### src/rtl/fifo_pkg.sv
// Shared helpers for the async FIFO pointer logic: Gray conversion, side selectors, depth.
package fifo_pkg;

  localparam int FIFO_WR_SIDE = 0;
  localparam int FIFO_RD_SIDE = 1;
  localparam int FIFO_MAX_W   = 32;

  function automatic int fifo_depth(input int addr_width);
    return 1 << addr_width;
  endfunction

  // Narrower pointers are zero-extended by the caller; both conversions stay exact.
  function automatic logic [FIFO_MAX_W-1:0] bin2gray(input logic [FIFO_MAX_W-1:0] b);
    return b ^ (b >> 1);
  endfunction

  function automatic logic [FIFO_MAX_W-1:0] gray2bin(input logic [FIFO_MAX_W-1:0] g);
    logic [FIFO_MAX_W-1:0] b;
    b[FIFO_MAX_W-1] = g[FIFO_MAX_W-1];
    for (int i = FIFO_MAX_W - 2; i >= 0; i--) begin
      b[i] = b[i+1] ^ g[i];
    end
    return b;
  endfunction

endpackage

### src/rtl/gray_sync.sv
// Multi-flop synchroniser for a Gray pointer crossing in from the other clock domain.
module gray_sync #(
  parameter int WIDTH  = 6,
  parameter int STAGES = 2
) (
  input  logic             clk,
  input  logic             rst,
  input  logic [WIDTH-1:0] d_i,
  output logic [WIDTH-1:0] q_o
);

  logic [WIDTH-1:0] sync_q [STAGES];

  always_ff @(posedge clk or posedge rst) begin
    if (rst) begin
      for (int i = 0; i < STAGES; i++) sync_q[i] <= '0;
    end else begin
      sync_q[0] <= d_i;
      for (int i = 1; i < STAGES; i++) sync_q[i] <= sync_q[i-1];
    end
  end

  assign q_o = sync_q[STAGES-1];

endmodule

### src/rtl/fifo_ptr_ctrl.sv
// One side of an async FIFO: registered binary/Gray pointer, synchronised peer pointer,
// and registered full/empty, almost and level status.
module fifo_ptr_ctrl
  import fifo_pkg::*;
#(
  parameter int ADDR_WIDTH  = 5,
  parameter int MODE        = 0,
  parameter int SYNC_STAGES = 2,
  parameter int ALMOST_TH   = 4
) (
  input  logic                  clk,
  input  logic                  rst,
  input  logic                  inc,
  input  logic [ADDR_WIDTH:0]   peer_gray,
  output logic                  accept,
  output logic [ADDR_WIDTH:0]   ptr_bin,
  output logic [ADDR_WIDTH:0]   ptr_gray,
  output logic [ADDR_WIDTH-1:0] addr,
  output logic                  flag,
  output logic                  almost,
  output logic [ADDR_WIDTH:0]   level
);

  localparam int            PW        = ADDR_WIDTH + 1;
  localparam int            DEPTH     = fifo_depth(ADDR_WIDTH);
  localparam logic [PW-1:0] FULL_TH   = PW'(DEPTH - ALMOST_TH);
  localparam logic [PW-1:0] EMPTY_TH  = PW'(ALMOST_TH);
  localparam logic          RST_FLAG  = (MODE == FIFO_RD_SIDE);

  logic [PW-1:0] ptr_bin_q, ptr_bin_d;
  logic [PW-1:0] ptr_gray_q, ptr_gray_d;
  logic [PW-1:0] level_q, level_d;
  logic          flag_q, flag_d;
  logic          almost_q, almost_d;
  logic [PW-1:0] peer_sync;
  logic [PW-1:0] peer_bin;
  logic [PW-1:0] full_gray;

  gray_sync #(
    .WIDTH  (PW),
    .STAGES (SYNC_STAGES)
  ) u_gray_sync (
    .clk (clk),
    .rst (rst),
    .d_i (peer_gray),
    .q_o (peer_sync)
  );

  // A rejected inc leaves the pointer alone, so the limit can never be overrun.
  assign accept = inc & ~flag_q;

  always_comb begin
    peer_bin   = PW'(gray2bin(FIFO_MAX_W'(peer_sync)));
    ptr_bin_d  = ptr_bin_q + PW'(accept);
    ptr_gray_d = PW'(bin2gray(FIFO_MAX_W'(ptr_bin_d)));
    // Full when one lap ahead of the reader: top two Gray bits inverted, rest equal.
    full_gray  = {~peer_sync[PW-1:PW-2], peer_sync[PW-3:0]};
    level_d    = '0;
    flag_d     = 1'b0;
    almost_d   = 1'b0;
    if (MODE == FIFO_WR_SIDE) begin
      level_d  = ptr_bin_d - peer_bin;
      flag_d   = (ptr_gray_d == full_gray);
      almost_d = (level_d >= FULL_TH);
    end else begin
      level_d  = peer_bin - ptr_bin_d;
      flag_d   = (ptr_gray_d == peer_sync);
      almost_d = (level_d <= EMPTY_TH);
    end
  end

  always_ff @(posedge clk or posedge rst) begin
    if (rst) begin
      ptr_bin_q  <= '0;
      ptr_gray_q <= '0;
      level_q    <= '0;
      flag_q     <= RST_FLAG;
      almost_q   <= RST_FLAG;
    end else begin
      ptr_bin_q  <= ptr_bin_d;
      ptr_gray_q <= ptr_gray_d;
      level_q    <= level_d;
      flag_q     <= flag_d;
      almost_q   <= almost_d;
    end
  end

  assign ptr_bin  = ptr_bin_q;
  assign ptr_gray = ptr_gray_q;
  assign addr     = ptr_bin_q[ADDR_WIDTH-1:0];
  assign flag     = flag_q;
  assign almost   = almost_q;
  assign level    = level_q;

endmodule
### config.mk
export PLATFORM = sky130hd
export DESIGN_NAME = fifo_ptr_ctrl
export DESIGN_NICKNAME = d
export VERILOG_FILES = /design/src/rtl/fifo_pkg.sv /design/src/rtl/gray_sync.sv /design/src/rtl/fifo_ptr_ctrl.sv
export SDC_FILE = /design/constraint.sdc
export NUM_CORES = 1
export LEC_CHECK = 0
export BUFFER_PORTS_ARGS = -buffer_cell sky130_fd_sc_hd__buf_2
export CORE_MARGIN = 2
export CORE_UTILIZATION = 45
export CTS_BUF_LIST = sky130_fd_sc_hd__clkbuf_16
export DETAILED_ROUTE_END_ITERATION = 16
export PLACE_DENSITY = 0.68
export REMOVE_ABC_BUFFERS = 1
export SETUP_SLACK_MARGIN = 0.02
export SLEW_MARGIN = 20
export SYNTH_ARGS = -nofsm -noshare
export SYNTH_HDL_FRONTEND = slang
export SYNTH_SLANG_ARGS = --single-unit
### constraint.sdc
create_clock -name clk -period 3.9 [get_ports clk]
set_clock_uncertainty 0.15 [all_clocks]
set_input_delay 0 -clock clk [delete_from_list [all_inputs] [get_ports clk]]
set_output_delay 0 -clock clk [all_outputs]
set_load 0.005 [all_outputs]
==> flow_summary_export.csv, run 1 <==
group,metric,value,unit
floorplan,rows,21,
global_routing,grt_pass1_vias,978,
setup_path,end_kind,"flop",
detailed_routing,viasPerCell,4.662,
floorplan,die_width,62.51,microns
setup_path,max_stage_delay,470,ps
sta,hold_viol,0,
floorplan,die_y,62.51,microns
clocking,cts_made_buffers,5,
clocking,h-tree-depth,2,
detailed_routing,drt_wl_total,2513,microns
setup_path,critPathLaunchType,"flop",
setup_path,crit_top_cell,"xor2_2",
detailed_routing,top_layer_used,"met4",
min_path,hold_path_end,"ptr_bin[0]",
floorplan,dieArea,3907,sq um
sta,slew_headroom,0.7333,
setup_path,worstPathMaxFanout,5,
sta,worst_slew_pin_slew,397.1,ps
cells_and_area,syn_to_final_growth,24.86,%
clocking,cts.sink_count,31,
pwr,leakage,0.9158,nW
clocking,clk_pin_slew,50,ps
placement,gp_congestion,0.7642,
outcome,status,"finished clean",
sta,fin_crit,3211,ps
clocking,post_cts_buffers,0,
placement,hpwl,1878,microns
detailed_routing,wl_per_cell,11.80,microns
min_path,hp-start,"inc",
clocking,root_buffer,"clkbuf_16",
detailed_routing,dr.first_iter.drc_count,17,
setup_path,r2r_end,"almost",
setup_path,cp.arrival,3200,ps
pwr,peakVddDrop,0.0003654,V
clocking,cts.path.max_buffers,2,
setup_path,critical_path_class,"reg -> reg",
clocking,cts_tree,"yes",
setup_path,critical-path-top-delay-family,"XOR/XNOR gates",
synth,ys_ff_latch,31,
detailed_routing,drt_first_pass_iters,4,
run,drv_cap,0,
pwr,fin_total_pwr,0.001775,W
sta,fmax,311.5,MHz
synth,avgSynthCellArea,12.22,sq um
sta,grt_setup_unrepaired,"no",
synth,synth_cell_types,31,
synth,yosys_warnings,0,
detailed_routing,dr_wl_met2,1189,microns
sta,finalMaxSlewViolations,0,
floorplan,start_util,0.4652,
setup_path,cp-startpoint,"u_gray_sync.q_o[5]",
setup_path,r2r-start,"u_gray_sync.q_o[5]",
placement,portBuffers,34,
detailed_routing,ant_nets,0,
sta,setup_viol,0,
synth,postSynthCellCount,126,
clocking,cts_resized,0,
global_routing,grt_start_max_net_pins,32,
sta,fin_tns_setup,0,ps
setup_path,crit_required,3890,ps
setup_path,cpMaxStageDelayCell,"fa_1",
cells_and_area,n_antenna_cell,0,
setup_path,r2r_cells,12,
synth,syn_area,1540,sq um
floorplan,core_area,3311,sq um
pwr,p_per_area,923.1,nW/um^2
global_routing,grtUsageTotal,0.1537,
global_routing,grt-ovfl-total,0,
detailed_routing,drc,0,
detailed_routing,wl_met3,184,microns
clocking,clock_latency,270,ps
global_routing,grt_pass1_wl,4457,microns
setup_path,r2r_setup_slack,690,ps
min_path,hold_path.class,"in -> reg",
setup_path,cp_cell_sequence,"xnor2_2, xor2_2, xor2_2, xor2_2, xnor2_1, ha_1, fa_1, xnor2_1, a31oi_1, o211ai_1, a32oi_1, o211ai_1",
cells_and_area,fin_nets,183,
floorplan,num_io_pins,35,
cells_and_area,drive_above_1_share,0.2934,
cells_and_area,final_util,0.5809,
global_routing,antenna_found_initial,0,
synth,yosysSeqAreaShare,0.5037,
sta,post-route-period-util,0.8233,
setup_path,crit_buf_inv,0,
detailed_routing,drt-met1-wl,1076,microns
min_path,holdPathStages,3,
detailed_routing,via_count,993,
==> per-layer routing <==
metal  track usage  vias to the layer above
met5             0                        -
met4       0.08333                        0
met3       0.06126                        7
met2        0.2339                       34
met1        0.1871                      464
li1              -                      488
==> repair_timing <==
item	CTS	global route
endpoints found under the setup margin	0	0
hold endpoints to repair	37	0
hold buffers	7	0
==> tightest hold or removal path: stages <==
cell	delay (ps)
buf_2	70
nor2b_1	150
ha_1	250
==> layout make-up <==
class                           instances  area (sq um)
Fill cell                             300          1388
Clock inverter                          3         11.26
Inverter                                8         30.03
Timing Repair Buffer                   42         247.7
Sequential cell                        31         775.7
Clock buffer                            5         125.1
Multi-Input combinational cell         78         675.6
Tap cell                               46         57.56
==> flip-flops by register name, indices dropped and copies added, names as in the netlist <==
| name | count |
|---|---|
| u_gray_sync.sync_q | 6 |
| u_gray_sync.q_o | 6 |
| almost | 1 |
| flag | 1 |
| level | 6 |
| ptr_bin | 6 |
| ptr_gray | 5 |
==> cell families after synthesis <==
| kind of cell | count (synthesis) | synth area share |
|---|---|---|
| xor+xnor | 27 | 0.1990 |
| fa+ha+maj | 8 | 0.06986 |
| compound gates | 17 | 0.07230 |
| flops | 31 | 0.5037 |
| buf+inv | 17 | 0.05767 |
| simple gates | 24 | 0.08287 |
| mux | 2 | 0.01462 |
==> cells in the mapped netlist (all sizes together) <==
cell type  count  share of area
mux2           2          0.015
buf            6          0.029
nand2b         1         0.0041
a31oi          2         0.0081
a2bb2oi        1         0.0057
nor4b          2          0.011
xor2          12          0.088
xor3           1          0.018
o21ai          1         0.0032
ha             7          0.057
xnor2         13          0.079
o211ai         3          0.015
nor2           5          0.012
o2111ai        1         0.0057
a21boi         1         0.0049
fa             1          0.013
clkbuf         3         0.0089
o21a           1         0.0049
nor2b          5          0.020
a32oi          1         0.0057
nand2          5          0.012
or2            1         0.0041
a21oi          6          0.019
nand4b         1         0.0057
nand3          4          0.013
dfrtp         31           0.50
inv            8          0.019
xnor3          1          0.015
==> how the worst max path moves through the flow <==
| stage | endpoint | slack [ps] | depth (start not counted) |
|---|---|---|---|
| 6_report | almost | 690 | 12 |
| 2_1_floorplan | almost | 970 | 12 |
| 3_3_place_gp | almost | 860 | 12 |
| 4_1_cts | almost | 650 | 12 |
| 3_5_place_dp | almost | 720 | 12 |
| 5_1_grt | almost | 480 | 12 |
==> placed cells by master (no fill, tap or decap), types with 3 or more instances in the layout <==
master	count
clkbuf_16	5
dfrtp_1	31
xor2_2	4
ha_1	7
buf_2	34
o211ai_1	3
nand2_1	5
nor2_1	5
nor2b_1	5
nand3_1	4
xnor2_1	12
a21oi_1	6
dlygate4sd3_1	7
inv_1	9
xor2_1	8
==> where the power goes <==
part           switching, W  total (W)  internal (W)  leakage [nW]
registers         0.0000810   0.000520      0.000439         0.366
clock network      0.000119   0.000347      0.000228        0.0701
logic              0.000461   0.000908      0.000447         0.480
==> stage by stage <==
step,cells,setup slack (ps),instance area [sq um],hold WS (ps)
floorplan,117,967.2,1481,-118.6
global placement,198,856.1,1717,-63.67
detailed placement,198,716.2,1717,-51.83
CTS,213,652.2,1923,121.7
global route,213,480.5,1923,166.6
finish,213,689.2,1923,116.1
Note: power is estimated with default switching activity, not from simulation.
==> inputs of run 2 (changes only) <==
- PLACE_DENSITY: 0.68 -> 0.71
- clock period: 3.9 -> 2.9 ns (I/O delays scaled with it)
==> run 2 against run 1 <==
The flow now finishes with violations (setup timing); sequential share of layout area shrank 2.0 points; cell count is 4.7% higher; wire length up 6.6%; highest routed layer unchanged; critical path depth rose by 1; via count up 6.6%; sequential power increased by 35%; hold slack improved by 14 ps.
==> flow_summary_export.csv, run 2 (synthesized netlist as in run 1, its figures left out) <==
group,metric,value,unit
cells_and_area,fin_nets,193,
pwr,peakVddDrop,0.0005898,V
setup_path,cp.arrival,2950,ps
cells_and_area,final_util,0.6115,
detailed_routing,via_count,1059,
global_routing,grt-ovfl-total,0,
cells_and_area,final_cell_mix,"buf_2, dfrtp_1, xnor2_1, buf_4, inv_1",
setup_path,crit_top_cell,"xor2_2",
sta,fmax,338.7,MHz
floorplan,dieArea,3907,sq um
pwr,leakage,0.9778,nW
outcome,status,"complete, but fails checks",
sta,fin_crit,2953,ps
detailed_routing,dr_wl_met2,1319,microns
clocking,cts.path.max_buffers,2,
global_routing,grtUsageTotal,0.1571,
sta,finalMaxSlewViolations,0,
setup_path,r2r_cells,13,
detailed_routing,drt_wl_total,2680,microns
cells_and_area,n_antenna_cell,0,
setup_path,max_stage_delay,400,ps
run,drv_cap,0,
setup_path,critical_path_class,"reg -> reg",
outcome,failed_checks,"setup timing",
clocking,clock_latency,270,ps
floorplan,rows,21,
floorplan,die_width,62.51,microns
min_path,hold_path.class,"in -> reg",
cells_and_area,fin_cells,223,
placement,portBuffers,34,
clocking,cts_made_buffers,5,
cells_and_area,final_cell_area,2024,sq um
detailed_routing,drc,0,
cells_and_area,syn_to_final_growth,31.44,%
setup_path,crit_required,2900,ps
cells_and_area,multi_input_area,700.7,sq um
cells_and_area,final_common_cell,"buf_2",
cells_and_area,seqCellArea,775.7,sq um
setup_path,critPathLaunchType,"flop",
global_routing,grt_pass1_wl,4643,microns
clocking,root_buffer,"clkbuf_16",
sta,worst_slew_pin_slew,606.4,ps
floorplan,core_area,3311,sq um
sta,slew_headroom,0.5952,
clocking,clk_pin_slew,50,ps
detailed_routing,drt-met1-wl,1115,microns
global_routing,grt_start_max_net_pins,32,
placement,gp_congestion,0.8040,
clocking,cts.sink_count,31,
sta,setup_viol,1,
sta,worst_hold_slack,130.5,ps
detailed_routing,top_layer_used,"met4",
detailed_routing,wl_met3,143,microns
placement,placed_cell_area,1769,sq um
global_routing,antenna_found_initial,0,
sta,grt_setup_unrepaired,"yes",
setup_path,worstPathMaxFanout,4,
placement,hpwl,2023,microns
cells_and_area,n_fill_cell,279,
sta,layout_setup_ws,-52.64,ps
detailed_routing,wl_per_cell,12.02,microns
floorplan,start_util,0.4652,
sta,post-route-period-util,1.018,
floorplan,num_io_pins,35,
detailed_routing,dr.first_iter.drc_count,25,
setup_path,cpMaxStageDelayCell,"dfrtp_1",
min_path,holdPathStages,3,
clocking,h-tree-depth,2,
placement,dp.cells,205,
pwr,p_per_area,1267,nW/um^2
clocking,cts_tree,"yes",
setup_path,cp_cell_sequence,"xnor2_2, xor2_2, xor2_2, xor2_2, xnor2_1, ha_2, fa_2, buf_4, nor2b_2, o21ai_2, nor2b_4, a32oi_1, o211ai_1",
global_routing,grt_pass1_vias,1080,
floorplan,die_y,62.51,microns
sta,hold_viol,0,
placement,place_worst_setup_slack,-223.2,ps
cells_and_area,drive_above_1_share,0.3842,
detailed_routing,ant_nets,0,
setup_path,end_kind,"flop",
detailed_routing,drt_first_pass_iters,4,
detailed_routing,viasPerCell,4.749,
==> run 2: cell types whose count changed in the layout (fill, tap and decap cells not counted), sizes merged <==
cell / delta
buf: +10
inv: +1
clkinv: -1
==> run 2: worst paths after layout <==
kind,from,end,slack (ps)
min,inc,ptr_bin[0],130
min reg2reg,u_gray_sync.sync_q[10],u_gray_sync.q_o[4],190
max,u_gray_sync.q_o[4],almost,-50
max reg2reg,u_gray_sync.q_o[4],almost,-50
min in group asynchronous,rst,ptr_bin[5],210
max in group asynchronous,rst,level[0],1990
==> run 2: per-layer routing <==
metal / track usage / up-vias
li1: - / 509
met1: 0.1713 / 499
met2: 0.2648 / 40
met3: 0.06306 / 11
met4: 0.07778 / 0
met5: 0 / -
==> run 2: final cells by class <==
class	instances	area share
repair buffers	52	0.1595
clock inverters	3	0.006180
flip-flops and latches	31	0.3832
well taps	46	0.02843
clock buffers	5	0.06180
multi-input cells	78	0.3461
inverters	8	0.01483
==> run 2: metrics by stage <==
stage / total power (W) / setup TNS, ps
floorplan: 0.001581 / -32.83
global placement: 0.001943 / -94.94
detailed placement: 0.001997 / -256.7
CTS: 0.002521 / -88.95
global route: 0.002786 / -509.8
finish: 0.002564 / -52.64
==> run 2: what timing repair did <==
action | CTS | global route
hold buffers | 7 | 0
endpoints found under the hold margin | 37 | 0
pin swaps | 7 | 2
setup buffers | 2 | 1
setup endpoints to repair | 2 | 3
gates resized for setup | 2 | 8
==> run 2: worst max-delay path: cells and delay by family, from the launching register on <==
kind / cells / cell delay, ps
xor+xnor: 5 / 940
fa+ha+maj: 2 / 590
simple gates: 2 / 250
compound gates: 3 / 350
flops: 1 / 400
buf+inv: 1 / 150
==> run 2: power breakdown <==
part	switching [W]	internal [W]
registers	0.000110	0.000590
clock network	0.000164	0.000308
logic	0.000672	0.000721
